File: config.mk
export PLATFORM = sky130hd
export DESIGN_NAME = ysyx_23060236_muldiv_ctrl
export DESIGN_NICKNAME = d
export VERILOG_FILES = /design/src/rtl/ysyx_23060236_muldiv_ctrl.sv
export SDC_FILE = /design/constraint.sdc
export NUM_CORES = 1
export LEC_CHECK = 0
export CORE_AREA = 2 2 149 151
export DETAILED_ROUTE_END_ITERATION = 6
export DIE_AREA = 0 0 151 153
export DONT_BUFFER_PORTS = 1
export PLACE_DENSITY = 0.53
export SYNTH_ARGS = -nofsm -noshare
export SYNTH_HDL_FRONTEND = slang
export SYNTH_SLANG_ARGS = --single-unit
File: constraint.sdc
create_clock -name clock -period 5.05 [get_ports clock]
set_input_delay 1.515 -clock clock [delete_from_list [all_inputs] [get_ports clock]]
set_output_delay 1.515 -clock clock [all_outputs]
set_load 0.02 [all_outputs]
File: src/rtl/ysyx_23060236_muldiv_ctrl.sv
// ysyx_23060236_muldiv_ctrl
// Sequencer between the EXU issue point and the shared iterative multiplier
// and divider. Takes one RV32M op per handshake, drives the selected unit,
// holds the result until writeback takes it, and drops results that a
// redirect flush has killed. The unit that owns an op is always f3[2]
// (0 = multiplier, 1 = divider).
//
// Optional feature: define MULDIV_CORNER_BYPASS_EN to answer divide-by-zero
// and signed overflow divisions directly from the request, without starting
// the divider. Without it every division goes through the divider.
module ysyx_23060236_muldiv_ctrl #(
  parameter int XLEN  = 32,
  parameter int TAG_W = 5
) (
  input  logic             clock,
  input  logic             reset,
  // request side
  input  logic             req_valid,
  output logic             req_ready,
  input  logic [2:0]       req_funct3,
  input  logic [TAG_W-1:0] req_rd,
  input  logic [XLEN-1:0]  req_src1,
  input  logic [XLEN-1:0]  req_src2,
  input  logic             flush,
  // multiplier
  output logic             mul_valid,
  input  logic             mul_ready,
  output logic [1:0]       mul_sign,
  output logic [XLEN-1:0]  mul1,
  output logic [XLEN-1:0]  mul2,
  input  logic [XLEN-1:0]  mul_high,
  input  logic [XLEN-1:0]  mul_low,
  input  logic             mul_outvalid,
  // divider
  output logic             div_valid,
  input  logic             div_ready,
  output logic             div_sign,
  output logic [XLEN-1:0]  div1,
  output logic [XLEN-1:0]  div2,
  input  logic [XLEN-1:0]  div_res,
  input  logic [XLEN-1:0]  div_rem,
  input  logic             div_outvalid,
  // response side
  output logic             rsp_valid,
  input  logic             rsp_ready,
  output logic [TAG_W-1:0] rsp_rd,
  output logic [XLEN-1:0]  rsp_data,
  output logic             busy
);

  typedef enum logic [2:0] {
    S_IDLE,
    S_ISSUE,
    S_WAIT,
    S_DRAIN,
    S_RESP
  } state_e;

  state_e           state_q, state_d;
  logic [2:0]       f3_q, f3_d;
  logic [TAG_W-1:0] rd_q, rd_d;
  logic [XLEN-1:0]  src1_q, src1_d;
  logic [XLEN-1:0]  src2_q, src2_d;
  logic [XLEN-1:0]  data_q, data_d;

  logic             is_div;
  logic             unit_ready;
  logic             unit_outvalid;
  logic [XLEN-1:0]  unit_result;

  // Per-op unit selection and result steering, all from the latched funct3.
  assign is_div        = f3_q[2];
  assign unit_ready    = is_div ? div_ready : mul_ready;
  assign unit_outvalid = is_div ? div_outvalid : mul_outvalid;
  assign unit_result   = is_div ? (f3_q[1] ? div_rem : div_res)
                                : ((f3_q[1:0] == 2'b00) ? mul_low : mul_high);

  // Request handshake: only when idle, and never in a cycle being flushed.
  assign req_ready = (state_q == S_IDLE) & ~flush;

  // Unit drive: start request is held through ISSUE until the unit accepts.
  assign mul_valid = (state_q == S_ISSUE) & ~is_div;
  assign div_valid = (state_q == S_ISSUE) &  is_div;
  assign mul1      = src1_q;
  assign mul2      = src2_q;
  assign div1      = src1_q;
  assign div2      = src2_q;
  // mulhu -> both unsigned, mulhsu -> only src1 signed, mul/mulh -> both signed.
  assign mul_sign  = (f3_q[1:0] == 2'b11) ? 2'b00 :
                     (f3_q[1:0] == 2'b10) ? 2'b10 : 2'b11;
  assign div_sign  = ~f3_q[0];

  assign rsp_valid = (state_q == S_RESP);
  assign rsp_rd    = rd_q;
  assign rsp_data  = data_q;
  assign busy      = (state_q != S_IDLE);

`ifdef MULDIV_CORNER_BYPASS_EN
  localparam logic [XLEN-1:0] INT_MIN = {1'b1, {(XLEN-1){1'b0}}};

  logic            corner_zero;
  logic            corner_ovf;
  logic            corner_hit;
  logic [XLEN-1:0] corner_result;

  // Division corners resolved straight from the incoming request operands.
  assign corner_zero   = (req_src2 == '0);
  assign corner_ovf    = ~req_funct3[0] & (req_src1 == INT_MIN) & (req_src2 == '1);
  assign corner_hit    = req_funct3[2] & (corner_zero | corner_ovf);
  assign corner_result = req_funct3[1] ? (corner_zero ? req_src1 : '0)
                                       : (corner_zero ? '1 : INT_MIN);
`endif

  // Next-state and datapath capture logic for the op sequencer.
  always_comb begin
    // NOTE: every variable gets its hold value first so no path through the
    // case statement leaves one unassigned, which would infer a latch.
    state_d = state_q;
    f3_d    = f3_q;
    rd_d    = rd_q;
    src1_d  = src1_q;
    src2_d  = src2_q;
    data_d  = data_q;

    unique case (state_q)
      S_IDLE: begin
        if (req_valid && req_ready) begin
          f3_d    = req_funct3;
          rd_d    = req_rd;
          src1_d  = req_src1;
          src2_d  = req_src2;
          state_d = S_ISSUE;
`ifdef MULDIV_CORNER_BYPASS_EN
          if (corner_hit) begin
            data_d  = corner_result;
            state_d = S_RESP;
          end
`endif
        end
      end
      S_ISSUE: begin
        // A flush before the unit accepts means nothing was started; a flush
        // on the accept cycle leaves a result in flight that must be drained.
        if (flush) begin
          state_d = unit_ready ? S_DRAIN : S_IDLE;
        end else if (unit_ready) begin
          state_d = S_WAIT;
        end
      end
      S_WAIT: begin
        if (flush) begin
          state_d = unit_outvalid ? S_IDLE : S_DRAIN;
        end else if (unit_outvalid) begin
          data_d  = unit_result;
          state_d = S_RESP;
        end
      end
      S_DRAIN: begin
        if (unit_outvalid) begin
          state_d = S_IDLE;
        end
      end
      S_RESP: begin
        if (flush || rsp_ready) begin
          state_d = S_IDLE;
        end
      end
      default: state_d = S_IDLE;
    endcase
  end

  // State and operand/result registers; reset returns everything to zero.
  always_ff @(posedge clock or negedge reset) begin
    if (!reset) begin
      state_q <= S_IDLE;
      f3_q    <= '0;
      rd_q    <= '0;
      src1_q  <= '0;
      src2_q  <= '0;
      data_q  <= '0;
    end else begin
      // NOTE: non-blocking assignments so every flop samples its _d value
      // from before this edge, independent of statement order.
      state_q <= state_d;
      f3_q    <= f3_d;
      rd_q    <= rd_d;
      src1_q  <= src1_d;
      src2_q  <= src2_d;
      data_q  <= data_d;
    end
  end

endmodule

==> flow_summary.ini <==
[pwr]
p_comb_frac = 0.280
intPower_mw = 2.380
seq_power_share = 0.569
pwr-share-clk = 0.151
powerDensity_mw_per_mm2 = 784.6
power_leakage_nw = 2.742
p_sw_mw = 2.226
power.total_mw = 4.606
switching_share = 0.4833
irDropWorstVdd_mv = 0.3270

[clocking]
cts_buffer_depth = 2
postCtsHoldBufs = 0
cts.clk_slew.worst_paths_ps = 80
cts_buffers = 9
cts_root_buffer = clkbuf_16
cts.sinks = 107
ctsHtreeMaxLevel = 3
cts_resized = 0
postCtsSetupBuffers = 0
clock_latency_ps = 360
tritoncts = built

[timing]
post-route-period-util = 0.6651
layout_min_cycle_time_ps = 3359
max_slew_margin = 0.2631
hold_viol_final = 0
tightest_slew_ps = 1105
fin_skew_ps = 16.84
rsz0062_at_grt = no
tns_ps = 0
clock.fmax_mhz = 297.7
setup_ws_ps = 1691
setup-violations-final = 0
drv_slew = 0

[worst_setup_path]
start_kind = register
worst_path_max_delay_cell = dfrtp_2
critPathBufInv = 0
worstPathArrival_ps = 1840
crit_fanout = 36
required_ps = 3540
critical_path.top_delay_family = flip-flops
crit_chain = nand2_1
max_stage_delay_ps = 1100
worstSetupPathType = register to output port
cp-end-kind = output port

[synth]
synth_nets = 706
synth-edff-count = 0
yosysSeqAreaShare = 0.4524
synth_area_mm2 = 0.005918
synth_top_area_share = 0.4524
synthCells = 497
yosysTopAreaCell = dfrtp_1
netlist_top_cells_area = dfrtp_1 45%, mux2_4 18%, buf_4 8.1%
synth_seq_cells = 107
synth_cell_types = 29
synth_flop_cell = dfrtp_1
synthArstFlopShare = 1.000
ys.warnings.count = 0
syn_avg_cell_area_um2 = 11.91

[floorplanning]
start_util = 0.2754
coreArea_mm2 = 0.02149
die_h_um = 153
fp.dieW_um = 151
fp.dieArea_mm2 = 0.02310
fp-row-count = 54
io_pins = 382

[global_routing]
grt_overflow = 0
grt_pass1_wl_mm = 19.30
grt_pass1_vias = 3294
grtUsageTotal = 0.1108
grt_max_degree = 108
antenna_found_initial = 0

[run_status]
outcome = complete, no violations

[placed_design]
hpwl_mm = 9.929
gp_congestion = 0.7912
preCtsSetupSlack_ps = 1718
port_buffers = 0

[layout]
nets = 626
fillers = 2237
areaGrowthSynthToFinish_pct = -0.8034
drive_above_1_share = 0.3057
diodes = 0

[run]
maxCapViolations = 0

[detailed_routing]
firstDrtPassIters = 4
ant_nets = 0
wl_mm = 13.65
vias_per_cell = 4.694
post_drt_wl_per_cell_um = 19.44
drt_iter0_drc = 125
route.vias.total = 3295
drc = 0

[min_path]
hp-class = register to register
## registers in the layout, summed over array words and instances, names as in the netlist
register  flops
rsp_data     32
rsp_rd        5
div2         32
f3_q          3
state_q       3
div1         32
## power groups by stage
| stage | Sequential [mW] | Combinational, mW | Clock [mW] |
|---|---|---|---|
| 6_report | 2.62 | 1.29 | 0.695 |
| 5_1_grt | 2.71 | 1.42 | 0.768 |
| 4_1_cts | 2.64 | 1.31 | 0.735 |
| 3_5_place_dp | 2.65 | 1.31 | 0 |
| 3_3_place_gp | 2.64 | 1.27 | 0 |
| 2_1_floorplan | 2.05 | 1.96 | 0 |
## metrics by stage
| step | util | area [um^2] | hold slack (ps) | instances |
|---|---|---|---|---|
| 2_1_floorplan | - | 5918 | 489.3 | 497 |
| 3_3_place_gp | 0.2601 | 5588 | 530.5 | 686 |
| 3_5_place_dp | 0.2601 | 5588 | 526.0 | 686 |
| 4_1_cts | 0.2732 | 5871 | 532.8 | 702 |
| 5_1_grt | 0.2732 | 5871 | 573.7 | 702 |
| 6_report | 0.2732 | 5871 | 538.4 | 702 |
## synth_stat cells (2+ instances only)
cell type  instances
nor2_1             6
buf_4             64
mux2_4            70
mux2_2            35
o21ai_0           64
inv_1              3
buf_12             7
nand2_1           66
mux2i_1           34
buf_6              2
a21oi_1            3
buf_2              8
clkbuf_1          13
dfrtp_1          107
## per-layer routing
layer | global-route usage | wire (um) | vias to the layer above
li1 | - | - | 1481
met1 | 0.1256 | 5386 | 1580
met2 | 0.1933 | 6924 | 229
met3 | 0.03881 | 1193 | 5
met4 | 0.03605 | 141 | 0
met5 | 0 | 0 | -
## cells in the final DEF (no fill, tap or decap), drive strengths merged
master and count:
a21o 1, a21oi 3, a22oi 1, and2 1, buf 4, clkbuf 10
clkinvlp 1, dfrtp 107, inv 8, mux2 105, mux2i 34, nand2 66
nand2b 1, nand4b 1, nor2 6, nor3 1, nor3b 1, nor4 1
nor4b 1, o21ai 64, o22ai 1, o32ai 1, or2 1, or3 2
## path summary, 6_finish.rpt
check                            from  cells past startpoint  slack [ps]          end
max                           f3_q[1]                      1        1690  mul_sign[1]
min                        state_q[0]                      1         540   state_q[2]
max reg2reg                   f3_q[1]                      4        2340  rsp_data[1]
min reg2reg                state_q[0]                      1         540   state_q[2]
max in group asynchronous       reset                      0        4060      div2[3]
min in group asynchronous       reset                      0         840     div1[22]
## area by class of cell
| cell class | instances | area [um^2] | share of cell area |
|---|---|---|---|
| Clock buffer | 10 | 229.0 | 0.03900 |
| Clock inverter | 6 | 53.80 | 0.009165 |
| Inverter | 3 | 11.26 | 0.001918 |
| Multi-Input combinational cell | 292 | 2504 | 0.4265 |
| Sequential cell | 107 | 2680 | 0.4565 |
| Tap cell | 280 | 350.3 | 0.05968 |
| Timing Repair Buffer | 4 | 42.54 | 0.007246 |
## kinds of logic after synthesis
group                  Yosys count  share of synthesized area
flip-flops                     107                     0.4524
buffers and inverters           98                     0.1262
AND/OR/NAND/NOR                 82                    0.05793
AO/OA/AOI/OAI                   71                    0.06174
multiplexers                   139                     0.3017
Note: power is estimated with default switching activity, not from simulation.
